**src/rtl/product_bcd_converter.sv**
```systemverilog
// Sequential double-dabble binary-to-BCD converter with a start/busy/done handshake.
// Optional 7-segment decode of the result is enabled by defining PRODUCT_BCD_SEG7_EN.
module product_bcd_converter #(
    parameter int unsigned IN_W   = 8,
    parameter int unsigned DIGITS = 3
) (
    input  logic                  clk,
    input  logic                  rst,
    input  logic                  start,
    input  logic [IN_W-1:0]       bin,
    output logic                  busy,
    output logic                  done,
`ifdef PRODUCT_BCD_SEG7_EN
    output logic [7*DIGITS-1:0]   seg,
`endif
    output logic [4*DIGITS-1:0]   bcd
);

    localparam int unsigned SW = 4 * DIGITS;
    localparam int unsigned CW = $clog2(IN_W + 1);

    typedef enum logic [1:0] {
        S_IDLE,
        S_SHIFT,
        S_DONE
    } state_t;

    state_t             r_state;
    state_t             w_next_state;

    logic [IN_W-1:0]    r_shift;
    logic [SW-1:0]      r_scratch;
    logic [CW-1:0]      r_cnt;
    logic [SW-1:0]      r_bcd;

    logic [SW-1:0]      w_adj;
    logic [SW+IN_W-1:0] w_shifted;
    logic [SW-1:0]      w_scr_next;
    logic [IN_W-1:0]    w_shift_next;
    logic               w_accept;
    logic               w_last;

    assign w_accept = (r_state == S_IDLE) && start;
    assign w_last   = (r_cnt == CW'(1));

    // Add-3 correction is confined to each nibble; carries never cross digits.
    always_comb begin
        w_adj = r_scratch;
        for (int unsigned k = 0; k < DIGITS; k++) begin
            if (r_scratch[4*k +: 4] >= 4'd5) begin
                w_adj[4*k +: 4] = r_scratch[4*k +: 4] + 4'd3;
            end
        end
    end

    assign w_shifted    = {w_adj, r_shift} << 1;
    assign w_scr_next   = w_shifted[SW+IN_W-1:IN_W];
    assign w_shift_next = w_shifted[IN_W-1:0];

    always_ff @(posedge clk or posedge rst) begin
        if (rst) begin
            r_state <= S_IDLE;
        end else begin
            r_state <= w_next_state;
        end
    end

    always_comb begin
        w_next_state = r_state;
        unique case (r_state)
            S_IDLE:  if (start) w_next_state = S_SHIFT;
            S_SHIFT: if (w_last) w_next_state = S_DONE;
            S_DONE:  w_next_state = S_IDLE;
            default: w_next_state = S_IDLE;
        endcase
    end

    always_comb begin
        busy = 1'b0;
        done = 1'b0;
        unique case (r_state)
            S_SHIFT: busy = 1'b1;
            S_DONE:  done = 1'b1;
            default: ;
        endcase
    end

    always_ff @(posedge clk or posedge rst) begin
        if (rst) begin
            r_shift   <= '0;
            r_scratch <= '0;
            r_cnt     <= '0;
            r_bcd     <= '0;
        end else if (w_accept) begin
            r_shift   <= bin;
            r_scratch <= '0;
            r_cnt     <= CW'(IN_W);
        end else if (r_state == S_SHIFT) begin
            r_shift   <= w_shift_next;
            r_scratch <= w_scr_next;
            r_cnt     <= r_cnt - 1'b1;
            if (w_last) begin
                r_bcd <= w_scr_next;
            end
        end
    end

    assign bcd = r_bcd;

`ifdef PRODUCT_BCD_SEG7_EN
    // Segment order {g,f,e,d,c,b,a}, active-low; non-decimal nibbles blank.
    function automatic logic [6:0] f_seg7(input logic [3:0] d);
        logic [6:0] s;
        case (d)
            4'd0:    s = 7'b1000000;
            4'd1:    s = 7'b1111001;
            4'd2:    s = 7'b0100100;
            4'd3:    s = 7'b0110000;
            4'd4:    s = 7'b0011001;
            4'd5:    s = 7'b0010010;
            4'd6:    s = 7'b0000010;
            4'd7:    s = 7'b1111000;
            4'd8:    s = 7'b0000000;
            4'd9:    s = 7'b0010000;
            default: s = 7'b1111111;
        endcase
        return s;
    endfunction

    always_comb begin
        seg = '1;
        for (int unsigned k = 0; k < DIGITS; k++) begin
            seg[7*k +: 7] = f_seg7(r_bcd[4*k +: 4]);
        end
    end
`endif

endmodule

```
**config.mk**
```make
export PLATFORM = sky130hd
export DESIGN_NAME = product_bcd_converter
export DESIGN_NICKNAME = d
export VERILOG_FILES = /design/src/rtl/product_bcd_converter.sv
export SDC_FILE = /design/constraint.sdc
export NUM_CORES = 1
export LEC_CHECK = 0
export ABC_AREA = 1
export BUFFER_PORTS_ARGS = -buffer_cell sky130_fd_sc_hd__buf_2
export CAP_MARGIN = 0
export CORE_MARGIN = 1.5
export CORE_UTILIZATION = 30
export CTS_CLUSTER_DIAMETER = 200
export CTS_CLUSTER_SIZE = 8
export DETAILED_ROUTE_END_ITERATION = 10
export GPL_TIMING_DRIVEN = 0
export PLACE_DENSITY = 0.56
export SKIP_LAST_GASP = 1
export SLEW_MARGIN = 25
export SYNTH_ARGS = -nofsm -noshare
export SYNTH_HDL_FRONTEND = slang
export SYNTH_SLANG_ARGS = --single-unit
```
**constraint.sdc**
```tcl
create_clock -name clk -period 1.7 [get_ports clk]
set_input_delay 0 -clock clk [delete_from_list [all_inputs] [get_ports clk]]
set_output_delay 0 -clock clk [all_outputs]
set_load 0.1 [all_outputs]
```
### Yosys cells after proc, flatten, opt, wreduce, memory -nomap -nowiden

Index checks and enable logic that the tools add are counted.

* register bits after elaboration: 38
* bits of input ports: 11
* output and inout bits: 14

* add/sub/neg operators: 4
* $lt $le $gt $ge: 3
* equality and inequality tests: 5
* multiplexer cells: 14
* bitwise operators: 1
* reduce and logical (&&, ||, !) cells: 5

Operators by type and width (number)
* two-way mux 12 bit: 2
* two-way mux 4 bit: 4
* two-way mux 8 bit: 2
* >= comparator 4 x 3 -> 1 bit (second input constant): 3
* adder 4 x 2 -> 4 bit (second input constant): 2
* equality test 4 x 1 -> 1 bit (second input constant): 1
* two-way mux 2 bit: 2
* inequality test 2 bit (second input constant): 2
* one-hot mux 2 bit (2 select lines): 1
* subtractor 4 x 1 -> 4 bit (second input constant): 1
* adder 3 x 2 -> 3 bit (second input constant): 1
* two-way mux 3 bit: 1
* AND reduction 3 bit: 1
* equality test 2 x 1 -> 1 bit (second input constant): 1
* equality test 2 bit (second input constant): 1
* logical NOT 2 bit: 1
* two-way mux 1 bit: 2
* AND reduction 2 bit: 1
* nonzero test 2 bit: 1
* logical AND 1 bit: 1
* inverter 1 bit: 1

### Logic depth before layout (Yosys ltp)

Gate-level depths: netlist of run 1.

* depth after elaboration: 4
* depth in mapped cells: 8

### Worst setup path before layout of run 1

No wires, ideal clock.

* path kind: register to output
* start point: register r_state[0]
* end point: output done
* arrival: 1.679 ns
* slack: 0.021 ns
* cell stages (with the launch flop): 2
* path buffers: 0
* cells stage by stage: dfrtp_1 nor2_1

* cells in the longest elaborated chain, start to end: 2

Ends and longest elaborated chain
* start: declaration: RTL line 28 `state_t r_state;`
* start signal: assignment: RTL line 64 `r_state <= w_next_state;`
* equality test 2 bit: RTL line 81 `unique case (r_state)`
* two-way mux 1 bit: RTL line 81
* end: declaration: RTL line 12 `output logic done,`

Every way passes these cells.

### Final worst setup path of run 1

* start point: register r_state[1]
* end point: output busy

* cells in the longest elaborated chain, start to end: 2

Ends and longest elaborated chain
* equality test 2 x 1 -> 1 bit: RTL line 81
* two-way mux 1 bit: RTL line 81
* end: declaration: RTL line 11 `output logic busy,`

Every way passes these cells.

==> flow_summary.json, run 1 <==
{
  "grt_max_degree": 21,
  "die_x_um": 81.67,
  "diodes": 0,
  "initial_core_util": 0.3118,
  "track_usage": 0.1405,
  "start_kind": "register",
  "dieArea_mm2": 0.006670,
  "io_pins": 25,
  "ant_nets": 0,
  "worstMarginPinSlew_ns": 0.4861,
  "cp.depth": 5,
  "netlist_area_mm2": 0.001857,
  "maxCapViolCount": 0,
  "synthMuxAreaShare": 0,
  "crit_path_cell_trace": "inv_1 -> nand2_4 -> inv_1 -> buf_2 -> buf_4",
  "placed_cells": 319,
  "synth_top_area_frac": 0.5121,
  "clkSlewWorstSetupHoldPaths_ns": 0.08,
  "wire_per_inst_um": 11.58,
  "crit_family": "buffers and inverters",
  "ys_types": 21,
  "yosysMostFrequentCell": "nand2_1",
  "drt_iter0_markers": 74,
  "yosysWarnings": 0,
  "synth_nets": 238,
  "drv_slew": 0,
  "vias_per_cell": 4.552,
  "cp.arrival_ns": 1.59,
  "root_buffer": "clkbuf_8",
  "synthAdderAreaFrac": 0.05391,
  "first_global_vias": 1514,
  "fin_cells": 337,
  "min_path_type": "in2async",
  "async_flop_share": 1.000,
  "max_slew_margin": 0.6782,
  "crit_path_top_delay_cell": "dfrtp_1",
  "synthTopCellsByArea": "dfrtp_1 (51%), nand2_1 (16%), nand3_1 (7.8%)",
  "synth_top_family_by_area": "simple AND/OR/NAND/NOR gates",
  "hpwl_mm": 2.730,
  "nets": 280,
  "grt.overflow.total": 0,
  "dr_total_vias": 1534,
  "synth-xor-area-share": 0.004717,
  "ys_seq_area_frac": 0.5121,
  "fp.dieH_um": 81.67,
  "worstPathBufferInverterCount": 4,
  "status": "completed",
  "r2r_slack_ns": 0.26,
  "synth_compound_area_frac": 0.05526,
  "clockBufferDepth": 2,
  "fin_tns_setup_ns": 0,
  "postSynthAreaPerCell_um2": 8.478,
  "dr_wl_met2_mm": 1.725,
  "drc": 0,
  "fin_worst_skew_ns": 0.006933,
  "wl_met1_mm": 1.963,
  "hold_viol": 0,
  "max_freq_mhz": 628.3,
  "insertion_delay_ns": 0.29,
  "cts.sink_count": 38,
  "tritoncts": "done",
  "dr_wl_met3_um": 137,
  "grt_pass1_wl_mm": 6.948,
  "drive_above_1_share": 0.1832,
  "synthTopCellsByCount": "nand2_1 (81), dfrtp_1 (38), nand3_1 (29), inv_1 (21)",
  "syn2layout_area_growth_pct": 24.39,
  "rr_endpoint": "bcd[4]",
  "period_share": 0.9363,
  "setup_violations": 0,
  "end_kind": "output port",
  "cts_buffers": 5,
  "yosysTopAreaCell": "dfrtp_1",
  "coreArea_mm2": 0.005956,
  "synthCells": 219,
  "gp_congestion": 0.8064,
  "hold_slack_ns": 0.2548,
  "worstPathRequired_ns": 1.70,
  "synth.ff_latch_count": 38,
  "synth_edf_count": 0,
  "final_util": 0.3878,
  "yosys.area_share.simple": 0.3073,
  "reg2reg_depth": 8,
  "crit_type": "reg2out",
  "rows": 28,
  "cts_setup_buffers": 0,
  "h-tree-depth": 2,
  "min_period_ns": 1.592,
  "wl_mm": 3.902,
  "nFillCells": 637,
  "crit_top_cell": "inv_1",
  "drtPass1Iterations": 4,
  "critical_path.max_stage_delay_ns": 0.38,
  "cp_max_fo": 10,
  "io_buffer_count": 24,
  "r2r-start": "r_cnt[1]",
  "dr.max_layer_used": "met4",
  "grt_antenna_before_repair": 0,
  "synthFlopType": "dfrtp_1",
  "rsz0062_at_grt": "no"
}
cell families after synthesis:
logic type / after synthesis
flops: 38
xor+xnor: 1
compound gates: 17
buf+inv: 27
fa+ha+maj: 8
simple gates: 128
how the worst max path moves through the flow:
| stage | start | to | slack, ns |
|---|---|---|---|
| 5_1_grt | r_state[1] | busy | 0.03 |
| 3_5_place_dp | r_cnt[1] | bcd[4] | 0.24 |
| 2_1_floorplan | r_state[0] | done | 0.02 |
| 4_1_cts | r_state[1] | busy | 0.09 |
| 3_3_place_gp | rst | bcd[10] | 0.25 |
| 6_report | r_state[1] | busy | 0.11 |
state kept, by name, summed over array words and instances (netlist names):
name       flops
r_state        2
r_shift        8
bcd           12
r_scratch     12
r_cnt          4
worst min-delay path: cells and delay by family:
family / cells / cell delay (ns)
buf+inv: 3 / 0.98
placed cells by master, fill, tap and decap left out:
| cell type | netlist | layout |
|---|---|---|
| nand2_1 | 81 | 81 |
| dfrtp_1 | 38 | 38 |
| nand3_1 | 29 | 29 |
| buf_2 | 2 | 25 |
| inv_1 | 21 | 20 |
| dlygate4sd3_1 | 0 | 10 |
| o21ai_0 | 8 | 8 |
| ha_1 | 8 | 8 |
| nand4_1 | 6 | 6 |
| o22ai_1 | 6 | 6 |
| nor2_1 | 5 | 5 |
| clkbuf_8 | 0 | 5 |
| nand2_2 | 3 | 3 |
| inv_2 | 1 | 2 |
| buf_6 | 2 | 2 |
| o21ai_2 | 2 | 2 |
| clkinv_2 | 0 | 2 |
| nand2_4 | 1 | 1 |
| nand3_2 | 1 | 1 |
| nor2_8 | 1 | 1 |
| inv_6 | 1 | 1 |
| nor3_1 | 1 | 1 |
| o211ai_1 | 1 | 1 |
| xnor2_1 | 1 | 1 |
| bufinv_16 | 0 | 1 |
| buf_16 | 0 | 1 |
| buf_4 | 0 | 1 |
what timing repair did:
item	4_1_cts	5_1_grt
endpoints found under the hold margin	27	0
endpoints found under the setup margin	1	0
resized for setup	1	0
hold buffers	10	0
layer usage:
metal  vias to the layer above  GRT usage
li1                        797          -
met1                       710     0.1802
met2                        21     0.2248
met3                         6    0.03444
met4                         0    0.06102
met5                         -          0
final cells by class:
cell class                      instances  area (µm²)  area share
Sequential cell                        38       950.9      0.4117
Multi-Input combinational cell        154       782.0      0.3386
Timing Repair Buffer                   35       250.2      0.1083
Tap cell                               75       93.84     0.04063
Inverter                               23       91.34     0.03954
Clock buffer                            5       68.82     0.02979
Clock inverter                          3       40.04     0.01733
Buffer                                  4       32.53     0.01408
metrics by stage:
step                area [µm²]  setup slack [ns]
floorplan                 1857           0.02098
finish                    2310            0.1083
global route              2310           0.03368
global placement          2071            0.2453
detailed placement        2098            0.2407
CTS                       2310           0.09328
Power of run 1 is left out: the tool's default activity adds up to more than one toggle a clock period on the data nets, which glitch-free logic cannot reach.
==> inputs of run 2 (changes only) <==
==> constraint.sdc (replaced) <==
create_clock -name clk -period 1.7 [get_ports clk]
set_input_delay 0.085 -clock clk [delete_from_list [all_inputs] [get_ports clk]]
set_output_delay 0.085 -clock clk [all_outputs]
set_load 0.1 [all_outputs]
==> flow_summary.json, run 2 (same netlist as run 1, synthesis figures left out) <==
{
  "diodes": 0,
  "grt_pass1_wl_mm": 6.672,
  "clkSlewWorstSetupHoldPaths_ns": 0.08,
  "grt_max_degree": 31,
  "coreArea_mm2": 0.005956,
  "fin_cells": 328,
  "insertion_delay_ns": 0.29,
  "critical_path.max_stage_delay_ns": 0.38,
  "crit_top_cell": "inv_1",
  "cts_setup_buffers": 0,
  "vias_per_cell": 4.619,
  "worstPathRequired_ns": 1.62,
  "max_slew_margin": 0.6787,
  "root_buffer": "clkbuf_8",
  "ant_nets": 0,
  "final_common_cell": "nand2_1",
  "drt_iter0_markers": 67,
  "clockBufferDepth": 2,
  "dr_total_vias": 1515,
  "period_share": 0.9456,
  "start_kind": "register",
  "cp_max_fo": 10,
  "rows": 28,
  "crit_type": "reg2out",
  "initial_core_util": 0.3118,
  "tritoncts": "done",
  "rsz0062_at_grt": "no",
  "end_kind": "output port",
  "cp.arrival_ns": 1.52,
  "io_buffer_count": 24,
  "crit_family": "buffers and inverters",
  "first_global_vias": 1467,
  "grt_antenna_before_repair": 0,
  "wire_per_inst_um": 11.70,
  "maxCapViolCount": 0,
  "min_period_ns": 1.608,
  "status": "completed",
  "fin_worst_skew_ns": 0.01320,
  "hpwl_mm": 2.710,
  "die_x_um": 81.67,
  "fin_tns_setup_ns": 0,
  "setup_violations": 0,
  "crit_path_cell_trace": "inv_1 -> nand2_4 -> inv_1 -> buf_2 -> buf_8",
  "crit_path_top_delay_cell": "dfrtp_1",
  "cts.sink_count": 38,
  "max_freq_mhz": 622.1,
  "hold_viol": 0,
  "wl_mm": 3.839,
  "grt.overflow.total": 0,
  "fp.dieH_um": 81.67,
  "r2r_slack_ns": 0.24,
  "drtPass1Iterations": 4,
  "gp_congestion": 0.8226,
  "syn2layout_area_growth_pct": 20.42,
  "drc": 0,
  "h-tree-depth": 2,
  "nets": 272,
  "placed_cells": 319,
  "cts_buffers": 5,
  "io_pins": 25,
  "drv_slew": 0,
  "dieArea_mm2": 0.006670,
  "track_usage": 0.1321,
  "worstPathBufferInverterCount": 4,
  "mostFrequentLayoutCells": "nand2_1 (81), dfrtp_1 (38), nand3_1 (29)",
  "worstMarginPinSlew_ns": 0.4853,
  "min_path_type": "in2reg",
  "drive_above_1_share": 0.1897
}
[run 2: cell count changes in the layout (fill, tap and decap cells not counted)]
cell,change
buf_4,-1
nor2_1,-1
clkbuf_8,+1
buf_8,+1
buf_16,-1
clkinv_2,-2
nor2_2,+1
buf_12,+1
dlygate4sd3_1,-8
[run 2: through the flow]
| step | setup WS (ns) | cell area (µm²) | hold slack [ns] | util |
|---|---|---|---|---|
| after floorplan | 0.2991 | 1859 | 0.2016 | - |
| after global placement | 0.1330 | 2073 | 0.2913 | 0.3481 |
| after detailed placement | 0.1980 | 2093 | 0.02288 | 0.3515 |
| after CTS | 0.003589 | 2228 | 0.007243 | 0.3742 |
| after global routing | 0.01539 | 2236 | 0.03366 | 0.3754 |
| final | 0.09248 | 2236 | 0.01611 | 0.3754 |
[run 2: path summary, 6_finish.rpt]
check                           start      endpoint  cells after the start
min in group asynchronous         rst      r_cnt[2]                      3
max in group asynchronous         rst  r_scratch[3]                      4
hold / removal                 bin[4]    r_shift[4]                      3
hold reg to reg            r_shift[0]    r_shift[0]                      2
setup / recovery           r_state[1]          busy                      5
setup reg to reg             r_cnt[1]        bcd[2]                      8
[run 2: routing by layer]
layer | track usage | vias up | wire (µm)
li1 | - | 774 | -
met5 | 0 | - | 0
met1 | 0.1709 | 703 | 1904
met3 | 0.03444 | 5 | 148
met2 | 0.2107 | 33 | 1746
met4 | 0.05085 | 0 | 40
[run 2: tightest hold or removal path: cells and delay by family]
kind                   cells  cell delay (ns)
buffers and inverters      1             0.07
AND/OR/NAND/NOR            2             0.11
[run 2: layout make-up]
type                       instances  area [µm²]
clock inverter                     1       30.03
inverter                          23       91.34
multi-input combinational        154       784.5
clock buffer                       6       82.58
fill                             650        3720
tap                               75       93.84
timing repair buffer              27       170.2
buffer                             4       32.53
sequential                        38       950.9
[run 2: repair_timing]
item | CTS | global route
pin swaps | 0 | 0
endpoints found under the setup margin | 1 | 1
hold buffers | 2 | 0
endpoints found under the hold margin | 39 | 0
cloned | 0 | 0
resized for setup | 1 | 2
Power of run 2 is left out for the same reason.
==> inputs of run 3 (changes only) <==
--- a/config.mk
+++ b/config.mk
@@ -6,15 +6,15 @@
 export NUM_CORES = 1
 export LEC_CHECK = 0
 export ABC_AREA = 1
-export BUFFER_PORTS_ARGS = -buffer_cell sky130_fd_sc_hd__buf_2
 export CAP_MARGIN = 0
 export CORE_MARGIN = 1.5
 export CORE_UTILIZATION = 30
 export CTS_CLUSTER_DIAMETER = 200
 export CTS_CLUSTER_SIZE = 8
 export DETAILED_ROUTE_END_ITERATION = 10
+export DONT_BUFFER_PORTS = 1
 export GPL_TIMING_DRIVEN = 0
-export PLACE_DENSITY = 0.56
+export PLACE_DENSITY = 0.53
 export SKIP_LAST_GASP = 1
 export SLEW_MARGIN = 25
 export SYNTH_ARGS = -nofsm -noshare
==> flow_summary.json, run 3 (same netlist as run 1, synthesis figures left out) <==
{
  "root_buffer": "clkbuf_8",
  "io_buffer_count": 0,
  "max_slew_margin": 0.2910,
  "worstMarginPinSlew_ns": 1.062,
  "die_x_um": 81.67,
  "start_kind": "register",
  "status": "completed",
  "setup_violations": 0,
  "cts.sink_count": 38,
  "crit_type": "reg2out",
  "drtPass1Iterations": 4,
  "clockBufferDepth": 2,
  "period_share": 0.9644,
  "hpwl_mm": 2.742,
  "coreArea_mm2": 0.005956,
  "initial_core_util": 0.3118,
  "crit_path_top_delay_cell": "nor2_2",
  "mostFrequentLayoutCells": "nand2_1 (81), dfrtp_1 (38), nand3_1 (29)",
  "end_kind": "output port",
  "pre_cts_ws_ns": 0.07995,
  "crit_family": "simple AND/OR/NAND/NOR gates",
  "drt_iter0_markers": 82,
  "rows": 28,
  "fin_cells": 313,
  "rsz0062_at_grt": "no",
  "maxCapViolCount": 0,
  "final_cell_area_mm2": 0.002175,
  "nets": 256,
  "dr_total_vias": 1447,
  "wl_mm": 3.956,
  "gp_congestion": 0.7865,
  "insertion_delay_ns": 0.29,
  "syn2layout_area_growth_pct": 17.12,
  "drc": 0,
  "vias_per_cell": 4.623,
  "cts_buffers": 5,
  "grt_antenna_before_repair": 0,
  "crit_path_cell_trace": "nor2_2",
  "min_period_ns": 1.639,
  "ant_nets": 0,
  "fin_worst_skew_ns": 0.008157,
  "wire_per_inst_um": 12.64,
  "first_global_vias": 1476,
  "h-tree-depth": 2,
  "diodes": 0,
  "layout_setup_ws_ns": 0.06051,
  "fp.dieH_um": 81.67,
  "critical_path.max_stage_delay_ns": 0.84,
  "drive_above_1_share": 0.1008,
  "max_freq_mhz": 609.9,
  "grt_max_degree": 23,
  "io_pins": 25,
  "clkSlewWorstSetupHoldPaths_ns": 0.08,
  "fin_tns_setup_ns": 0,
  "worstPathBufferInverterCount": 0,
  "drv_slew": 0,
  "grt_pass1_wl_mm": 6.913,
  "dieArea_mm2": 0.006670,
  "grt.overflow.total": 0,
  "track_usage": 0.1385,
  "cp.arrival_ns": 1.55,
  "hold_viol": 0,
  "tritoncts": "done",
  "final_common_cell": "nand2_1",
  "place_area_mm2": 0.001981,
  "placed_cells": 295,
  "worstPathRequired_ns": 1.62,
  "cp_max_fo": 3,
  "min_path_type": "in2async"
}
==> run 3: per-stage QoR <==
stage / util / hold WS [ns]
floorplan: - / 0.2016
global placement: 0.3279 / 0.2079
detailed placement: 0.3326 / -0.01485
CTS: 0.3651 / 0.2457
global route: 0.3651 / 0.2813
finish: 0.3651 / 0.2491
==> run 3: what timing repair did <==
action                                  4_1_cts  5_1_grt
hold buffers                                 10        0
gates resized for setup                       1        0
endpoints found under the setup margin        1        0
hold endpoints to repair                     41        0
buffers inserted                              0        0
==> run 3: metal layers <==
| metal | share of wire | up-vias | track usage |
|---|---|---|---|
| met4 | 0.0091 | 0 | 0.04576 |
| met5 | 0 | - | 0 |
| met1 | 0.47 | 672 | 0.1720 |
| li1 | - | 739 | - |
| met3 | 0.043 | 6 | 0.03667 |
| met2 | 0.48 | 30 | 0.2331 |
==> run 3: worst register-to-register path, delay by kind of cell (launching register included) <==
| kind | cells | cell delay (ns) |
|---|---|---|
| buffers and inverters | 3 | 0.32 |
| AND/OR/NAND/NOR | 4 | 0.50 |
| adder cells (fa/ha/maj) | 1 | 0.17 |
| flip-flops | 1 | 0.38 |
==> run 3: path summary, 6_finish.rpt <==
kind / cells past startpoint / start / slack [ns] / end
setup reg to reg: 8 / r_cnt[1] / 0.23 / bcd[2]
min in group clk: 3 / bin[0] / 0.47 / r_shift[0]
hold reg to reg: 2 / r_shift[0] / 0.47 / r_shift[0]
hold / removal: 2 / rst / 0.25 / bcd[1]
setup / recovery: 1 / r_state[0] / 0.06 / done
max in group asynchronous: 3 / rst / 1.00 / r_scratch[3]
==> run 3: layout make-up <==
cell class,instances,area [µm²]
fill,626,3781
multi-input combinational,154,784.5
timing repair buffer,11,127.6
clock buffer,7,86.33
inverter,23,91.34
buffer,4,35.03
sequential,38,950.9
tap,75,93.84
clock inverter,1,5.005
Power of run 3 is left out for the same reason.
